--- config.mk ---
export PLATFORM = sky130hd
export DESIGN_NAME = tile_array_cfg_loader
export DESIGN_NICKNAME = d
export VERILOG_FILES = /design/src/rtl/tile_cfg_pkg.sv /design/src/rtl/cfg_word_unpacker.sv /design/src/rtl/tile_array_cfg_loader.sv
export SDC_FILE = /design/constraint.sdc
export NUM_CORES = 1
export LEC_CHECK = 0
export CORE_MARGIN = 2
export CORE_UTILIZATION = 40
export DETAILED_ROUTE_END_ITERATION = 10
export DONT_BUFFER_PORTS = 1
export GPL_TIMING_DRIVEN = 0
export MAX_ROUTING_LAYER = met4
export SLEW_MARGIN = 20
export SYNTH_ARGS = -nofsm -noshare
export SYNTH_HDL_FRONTEND = slang
export SYNTH_HIERARCHICAL = 1
export SYNTH_SLANG_ARGS = --single-unit
--- constraint.sdc ---
create_clock -name clk -period 5.32 [get_ports clk]
set_input_delay 1.064 -clock clk [delete_from_list [all_inputs] [get_ports clk]]
set_output_delay 1.064 -clock clk [all_outputs]
set_load 0.01 [all_outputs]
--- src/rtl/tile_cfg_pkg.sv ---
// Shared types and helpers for the tile array configuration loader.
// No logic of its own: FSM state encoding, CRC constants, chain length helpers.
package tile_cfg_pkg;

    typedef enum logic [1:0] {
        IDLE       = 2'd0,
        CLB_SHIFT  = 2'd1,
        CONN_SHIFT = 2'd2,
        DONE       = 2'd3
    } state_t;

    localparam logic [15:0] CRC_POLY = 16'h1021;
    localparam logic [15:0] CRC_INIT = 16'hFFFF;

    function automatic int chain_len(input int rows, input int cols, input int bits);
        return rows * cols * bits;
    endfunction

    // One MSB-first CRC-16-CCITT step for a single incoming bit.
    function automatic logic [15:0] crc16_step(input logic [15:0] crc, input logic din);
        logic fb;
        fb = crc[15] ^ din;
        return {crc[14:0], 1'b0} ^ (fb ? CRC_POLY : 16'h0000);
    endfunction

endpackage

--- src/rtl/cfg_word_unpacker.sv ---
// Word buffer: accepts WORD_W-bit words on valid/ready and hands out one bit per take, LSB first.
// Ready only when empty or last bit is being taken (no-bubble refill); stops after TOT_LEN bits loaded.
module cfg_word_unpacker
    import tile_cfg_pkg::*;
#(
    parameter int WORD_W  = 32,
    parameter int TOT_LEN = 64
) (
    input  logic              clk,
    input  logic              rst,
    input  logic              active,
    input  logic              cfg_valid,
    output logic              cfg_ready,
    input  logic [WORD_W-1:0] cfg_data,
    output logic              bit_valid,
    output logic              bit_data,
    input  logic              bit_take
);

    localparam int LW = $clog2(TOT_LEN + 1);
    localparam int CW = $clog2(WORD_W + 1);
    localparam logic [LW-1:0] TOT_L  = LW'(TOT_LEN);
    localparam logic [LW-1:0] WORD_L = LW'(WORD_W);

    logic [WORD_W-1:0] word_q;
    logic [CW-1:0]     cnt_q;
    logic [LW-1:0]     loaded_q;
    logic [LW-1:0]     remain;
    logic [LW-1:0]     take_len;
    logic              accept;

    // The final word only contributes the bits still owed, so the tail is dropped here.
    assign remain   = TOT_L - loaded_q;
    assign take_len = (remain < WORD_L) ? remain : WORD_L;

    assign bit_valid = (cnt_q != '0);
    assign bit_data  = word_q[0];
    assign cfg_ready = active && (loaded_q != TOT_L) &&
                       ((cnt_q == '0) || ((cnt_q == CW'(1)) && bit_take));
    assign accept    = cfg_valid && cfg_ready;

    always_ff @(posedge clk) begin
        if (rst || !active) begin
            word_q   <= '0;
            cnt_q    <= '0;
            loaded_q <= '0;
        end else if (accept) begin
            word_q   <= cfg_data;
            cnt_q    <= CW'(take_len);
            loaded_q <= loaded_q + take_len;
        end else if (bit_take) begin
            word_q   <= word_q >> 1;
            cnt_q    <= cnt_q - CW'(1);
        end
    end

endmodule

--- src/rtl/tile_array_cfg_loader.sv ---
// Serialises a packed bitstream into the CLB then connection scan chains, 1 bit/cycle after a 1-cycle fill.
// Stalls (scan_clk_en low) when the word buffer runs dry; CRC readback over scan outputs under CFG_READBACK_EN.
module tile_array_cfg_loader
    import tile_cfg_pkg::*;
#(
    parameter int ROWS      = 8,
    parameter int COLS      = 8,
    parameter int CLB_BITS  = 20,
    parameter int CONN_BITS = 96,
    parameter int WORD_W    = 32
) (
    input  logic              clk,
    input  logic              rst,
    input  logic              start,
    input  logic              abort,
    input  logic              cfg_valid,
    output logic              cfg_ready,
    input  logic [WORD_W-1:0] cfg_data,
    output logic              clb_scan_en,
    output logic              clb_scan_in,
    input  logic              clb_scan_out,
    output logic              conn_scan_en,
    output logic              conn_scan_in,
    input  logic              conn_scan_out,
    output logic              scan_clk_en,
    output logic              busy,
    output logic              done,
    output logic              err,
    output logic [15:0]       rb_crc
);

    localparam int CLB_LEN  = chain_len(ROWS, COLS, CLB_BITS);
    localparam int CONN_LEN = chain_len(ROWS, COLS, CONN_BITS);
    localparam int TOT_LEN  = CLB_LEN + CONN_LEN;
    localparam int LW       = $clog2(TOT_LEN + 1);
    localparam logic [LW-1:0] CLB_LAST = LW'(CLB_LEN - 1);
    localparam logic [LW-1:0] TOT_LAST = LW'(TOT_LEN - 1);

    state_t        state_q, state_d;
    logic [LW-1:0] bit_cnt_q;
    logic          err_q;
    logic          clb_hold_q, conn_hold_q;
    logic          bit_valid, bit_data;
    logic          start_load;

    cfg_word_unpacker #(
        .WORD_W  (WORD_W),
        .TOT_LEN (TOT_LEN)
    ) u_unpacker (
        .clk       (clk),
        .rst       (rst),
        .active    (busy),
        .cfg_valid (cfg_valid),
        .cfg_ready (cfg_ready),
        .cfg_data  (cfg_data),
        .bit_valid (bit_valid),
        .bit_data  (bit_data),
        .bit_take  (scan_clk_en)
    );

    assign start_load   = (state_q == IDLE) && start;
    assign clb_scan_en  = (state_q == CLB_SHIFT);
    assign conn_scan_en = (state_q == CONN_SHIFT);
    assign busy         = clb_scan_en || conn_scan_en;
    assign done         = (state_q == DONE);
    assign err          = err_q;
    assign scan_clk_en  = busy && bit_valid;

    // During a stall the active chain keeps seeing the last bit it was given.
    assign clb_scan_in  = clb_scan_en  ? (bit_valid ? bit_data : clb_hold_q)  : 1'b0;
    assign conn_scan_in = conn_scan_en ? (bit_valid ? bit_data : conn_hold_q) : 1'b0;

    always_comb begin
        state_d = state_q;
        case (state_q)
            IDLE: begin
                if (start) state_d = CLB_SHIFT;
            end
            CLB_SHIFT: begin
                if (abort)                                  state_d = IDLE;
                else if (scan_clk_en && bit_cnt_q == CLB_LAST) state_d = CONN_SHIFT;
            end
            CONN_SHIFT: begin
                if (abort)                                  state_d = IDLE;
                else if (scan_clk_en && bit_cnt_q == TOT_LAST) state_d = DONE;
            end
            DONE:    state_d = IDLE;
            default: state_d = IDLE;
        endcase
    end

    always_ff @(posedge clk) begin
        if (rst) begin
            state_q   <= IDLE;
            bit_cnt_q <= '0;
            err_q     <= 1'b0;
        end else begin
            state_q <= state_d;
            if (start_load) begin
                bit_cnt_q <= '0;
                err_q     <= 1'b0;
            end else if (busy && abort) begin
                err_q     <= 1'b1;
            end else if (scan_clk_en) begin
                bit_cnt_q <= bit_cnt_q + LW'(1);
            end
        end
    end

    always_ff @(posedge clk) begin
        if (rst || !busy) begin
            clb_hold_q  <= 1'b0;
            conn_hold_q <= 1'b0;
        end else if (scan_clk_en) begin
            if (clb_scan_en) clb_hold_q  <= bit_data;
            else             conn_hold_q <= bit_data;
        end
    end

`ifdef CFG_READBACK_EN
    logic [15:0] crc_q;

    always_ff @(posedge clk) begin
        if (rst) begin
            crc_q <= 16'h0000;
        end else if (start_load) begin
            crc_q <= CRC_INIT;
        end else if (scan_clk_en) begin
            crc_q <= crc16_step(crc_q, clb_scan_en ? clb_scan_out : conn_scan_out);
        end
    end

    assign rb_crc = crc_q;
`else
    logic unused_scan_out;
    assign unused_scan_out = clb_scan_out ^ conn_scan_out;
    assign rb_crc          = 16'h0000;
`endif

endmodule

## After elaboration in Yosys (flattened, before gate mapping)

Index checks and enable logic that the tools add are counted.

| word-level totals | value |
|---|---|
| flip-flop bits (word level) | 69 |
| bits in latches | 0 |
| RAM bits | 0 |
| memory bits (read-only) | 0 |
| bits of input ports | 39 |
| output and inout bits | 25 |
| word-level logic and storage cells | 62 |
| memories kept | 0 |

| operators by class | value |
|---|---|
| add/sub/neg operators | 4 |
| $mul | 0 |
| divide/modulo/power cells | 0 |
| magnitude comparators | 1 |
| equal/unequal tests | 10 |
| shift operators | 0 |
| mux-type cells | 15 |
| bitwise gates (word level) | 2 |
| reductions and logical operators | 22 |

Operators with widths:

| operator | count |
|---|---|
| $mux 32 | 2 |
| $add 13x1->13 const B | 1 |
| $add 13x13->13 | 1 |
| $eq 13x11->1 const B | 1 |
| $eq 13x13->1 const B | 1 |
| $lt 13x6->1 const B | 1 |
| $mux 13 | 1 |
| $ne 13x13->1 const B | 1 |
| $sub 13x13->13 const A | 1 |
| $mux 6 | 2 |
| $mux 2 | 5 |
| $logic_and 1x1->1 | 9 |
| $pmux 2 s4 | 1 |
| $eq 6x1->1 const B | 1 |
| $logic_not 6->1 | 1 |
| $ne 3x2->1 const B | 2 |
| $reduce_and 2->1 | 3 |
| $reduce_bool 6->1 | 1 |
| $sub 6x1->6 const B | 1 |
| $eq 2x2->1 const B | 2 |
| $mux 1 | 4 |
| $logic_or 1x1->1 | 3 |
| $reduce_and 3->1 | 1 |
| $eq 2x1->1 const B | 1 |
| 6 further kinds | 7 |

## Longest topological paths before layout

| logic depth | value |
|---|---|
| word-level depth | 8 |
| depth in mapped cells | 18 |

## Hierarchy

Netlist, hierarchy kept.

Modules (own cells, without submodules):

| module | times used | cells an instance | area an instance (um2) |
|---|---|---|---|
| cfg_word_unpacker | 1 | 352 | 3017.9 |
| tile_array_cfg_loader | 1 | 135 | 1136.1 |

## Least setup slack after synthesis

OpenSTA, ideal clock, no wires.

| timing | value |
|---|---|
| path type | register to register |
| from | register u_unpacker.loaded_q[0] |
| to | register u_unpacker.loaded_q[8] |
| setup time | 0.132 ns |
| data arrival time | 3.603 ns |
| data required time | 5.188 ns |
| slack | 1.586 ns |
| stages on the path, launching flop included | 18 |
| path buffers | 1 |
| period minus slack after synthesis | 3.734 ns |
| path through | dfxtp_1 > inv_1 > ha_1 > nor3b_1 > xnor2_1 > a31oi_1 > or4_4 > buf_6 > nor2_1 > ha_1 > a21o_1 > a21o_1 > a211oi_1 > nor2_1 > mux2i_1 > a21boi_1 > xnor2_1 > a21oi_1 |

| between the ends | value |
|---|---|
| cells in the longest elaborated chain, start to end | 4 |
| elaborated cells on any way between the ends | 8 |
| those cells by class | add/sub (2); order compare (1); eq/ne (1); mux (1); reduce/logical (3) |

Ends and longest elaborated chain:

| item | RTL line | RTL |
|---|---|---|
| start: declaration | cfg_word_unpacker.sv:27 | `logic [LW-1:0] loaded_q;` |
| start signal: assignment | cfg_word_unpacker.sv:50 | `loaded_q <= loaded_q + take_len;` |
| $sub 13x13->13 or $ne 13x13->1 (tied branches) | cfg_word_unpacker.sv:33, cfg_word_unpacker.sv:38 |  |
| $lt 13x6->1 or $logic_and 1x1->1 (tied branches) | cfg_word_unpacker.sv:34, cfg_word_unpacker.sv:38 |  |
| $mux 13 or $logic_and 1x1->1 (tied branches) | cfg_word_unpacker.sv:34, cfg_word_unpacker.sv:38 |  |
| $add 13x13->13 or $logic_and 1x1->1 (tied branches) | cfg_word_unpacker.sv:50, cfg_word_unpacker.sv:40 |  |

Parallel ways exist; a longest one is shown, timed or not.
A chain may end at the register's enable or synchronous reset.

## Final worst setup path

| timing | value |
|---|---|
| from | register u_unpacker.loaded_q[0] |
| to | register u_unpacker.loaded_q[12] |

Same word-level chain as after synthesis.

==> results.md <==
* Hold Buf Count CTS at 0
* Leakage at 1.60 nW
* Post-CTS Setup Inserts at 0
* Hold Path Class: reg2reg
* Final-report setup violation count at 0
* Share of cells above drive strength 1 at 10.9%
* Largest net degree at the start of global routing at 14
* Final nets at 572
* Commonest non-fill, non-tap cell in the layout: dfxtp_1
* Met2 WL at 4.30 mm
* Die area at 11200 um^2
* Antenna violations before repair at 0
* Top sig layer: met4
* CP max FO at 10
* Syn-to-layout area delta at 10.9%
* Worst-Skew Late Latency at 350 ps
* Final ANT Viol Nets at 0
* YS warnings at 6
* # fillers at 1080
* Die Width at 106 um
* Setup_tns at 0 ps
* Detailed Place HPWL at 7.00 mm
* Final-report hold violation count at 0
* Async set or reset register ratio after synthesis at 0%
* Core Footprint at 10200 um^2
* Post-synth EDFFs at 0
* Clock-pin slew on the worst setup and hold paths at 80 ps
* Die H at 106 um
* Distinct cells, synth at 61
* Post-route worst setup slack at 854 ps
* Initial cell density of the core at 40.8%
* Vias in the first global route at 3300
* Pins Over Slew Limit at 0
* Area occupied by multi-input gates at 2550 um^2
* Top post-synthesis cells by area: dfxtp_1 33%, mux2i_1 8.7%, a211oi_1 7.4%, nor2_1 5.7%, ha_1 5.1%
* Area of the mapped netlist at 4150 um^2
* Maximum vdd drop at 0.000125 V
* Worst EP required at 5560 ps
* Synthesized flop and latch total at 69
* Vias per inst at 5.26
* First-pass GRT wire length at 15.8 mm
* Crit end category: flip-flop
* Drt first-iter violations at 160
* Worst Skew at 14.3 ps
* Top cell type's share of synthesized area at 33.3%
* Wire length on met3 at 437 um
* WL met1 at 4.49 mm
* GR Overflow Total at 0
* Syn Area/Cell at 8.53 um^2
* # diodes at 0
* CP Class: reg2reg
* Arr. time, crit path at 4710 ps
* Critical path launch point type: flip-flop
* Clock Path Buffers at 2
* Post-DR wirelength/cell at 14.2 um
* CTS tree: built
* I/O pin count at 64
* Register area at 1380 um^2
* Fin crit share at 84.0%
* Sink Count at 69
* Most frequent cells in the layout: 69 x dfxtp_1, 63 x nor2_1, 41 x a211oi_1
* Post-placement setup slack at 907 ps
* RD Place Congestion at 0.897
* Max cap viols at 0
* Post_cts resized at 0
* Main flop type after synthesis: dfxtp_1
* Root buf cell: clkbuf_8
* Area leader, netlist: dfxtp_1
* Worst slew pin tran at 749 ps
* Max-Slew Margin vs Limit at 49.6%
* Finished Layout Cells at 657
* Via count at 3457
* Detailed Route WL at 9.34 mm
* Port Buf Inserts at 0
* Placed Cells incl. Taps at 641
* Unrepaired setup endpoints after global routing: false
* Rows at 37
* All-Layer GR Usage at 18.0%
* Post-layout min period at 4470 ps
* Post-Synthesis Cells at 487
* Pwr dens at 261 nW/um^2
* Drt drc at 0
* Status: finished, final reports clean
* CTS Buf Count at 9
* Final Util at 45.2%
* Sequential fraction of the synthesis area at 33.3%
* Drt first pass iters at 4
* H-tree level count at 3
* Fmax at 224 MHz
[state kept, by name (all words and copies together), names as in the netlist]
name and count:
conn_hold_q 1, u_unpacker/loaded_q 13, state_q 2, clb_hold_q 1
u_unpacker/word_q 32, u_unpacker/cnt_q 6, err 1, bit_cnt_q 13
[synthesized netlist by cell type (4+ instances only)]
master    instances
nor4_2            4
buf_6             4
o21ai_0          13
nand2b_1          5
nand3_1           8
xnor2_1          17
nor3_1            8
ha_1             17
dfxtp_1          69
inv_1            12
a21oi_1          26
nand2_1          35
nand4_1           5
a211oi_1         41
nor2_1           63
buf_4            16
xor2_1            9
mux2i_1          36
o211ai_1          4
or3_1             6
and3_1            4
a21o_1            6
clkbuf_1         21
[worst paths after layout]
kind	endpoint	start	depth (start not counted)	slack, ps
hold / removal	clb_hold_q	clb_hold_q	2	460
setup / recovery	u_unpacker/loaded_q[12]	u_unpacker/loaded_q[0]	16	850
hold reg to reg	clb_hold_q	clb_hold_q	2	460
setup reg to reg	u_unpacker/loaded_q[12]	u_unpacker/loaded_q[0]	16	850
[routing by layer]
layer / GRT usage [%] / vias up
met3: 4.54 / 15
met4: 6.11 / 0
met2: 28.2 / 64
met5: - / -
met1: 22.6 / 1603
li1: - / 1775
[metrics by stage]
| stage | total power [mW] | area [um^2] | hold slack [ps] |
|---|---|---|---|
| after floorplan | 0.707 | 4220 | 434 |
| after global placement | 0.751 | 4390 | 450 |
| after detailed placement | 0.754 | 4390 | 459 |
| after CTS | 1.22 | 4610 | 471 |
| after global routing | 1.27 | 4610 | 494 |
| final | 1.20 | 4610 | 465 |
[power by group]
part / switching, mW / internal [mW] / total, mW / leakage [nW]
logic: 0.132 / 0.0664 / 0.199 / 0.930
clock network: 0.215 / 0.247 / 0.462 / 0.111
registers: 0.0116 / 0.531 / 0.543 / 0.557
total: 0.359 / 0.845 / 1.20 / 1.60
[final cells by class]
type                            instances  area share, %
Clock buffer                           11           3.29
Inverter                               12          0.977
Multi-Input combinational cell        382           55.3
Clock inverter                          5           1.41
Tap cell                              136           3.69
Buffer                                 42           5.38
Sequential cell                        69           30.0
[kinds of logic (layout without fill, tap and decap cells)]
| kind of cell | count (synthesis) | in the layout | synth area share [%] |
|---|---|---|---|
| compound gates | 113 | 113 | 18.6 |
| xor+xnor | 26 | 26 | 5.48 |
| fa+ha+maj | 17 | 17 | 5.12 |
| buf+inv | 54 | 70 | 7.05 |
| flops | 69 | 69 | 33.3 |
| mux | 36 | 36 | 8.67 |
| other cells | 2 | 20 | 0.181 |
| simple gates | 170 | 170 | 21.6 |
[critical path, cell delays in order, from the launching register on]
cell and delay, ps:
dfxtp_1 370, inv_1 130, ha_1 260, nor3b_1 490, xnor2_1 180, a31oi_1 150, or4_4 560, buf_6 160
nor3_1 300, ha_1 370, a21o_1 210, a211oi_1 350, nor2_1 70, mux2i_1 330, a211oi_1 180, mux2i_1 190
nand2_1 60
Note: power is estimated with default switching activity, not from simulation.
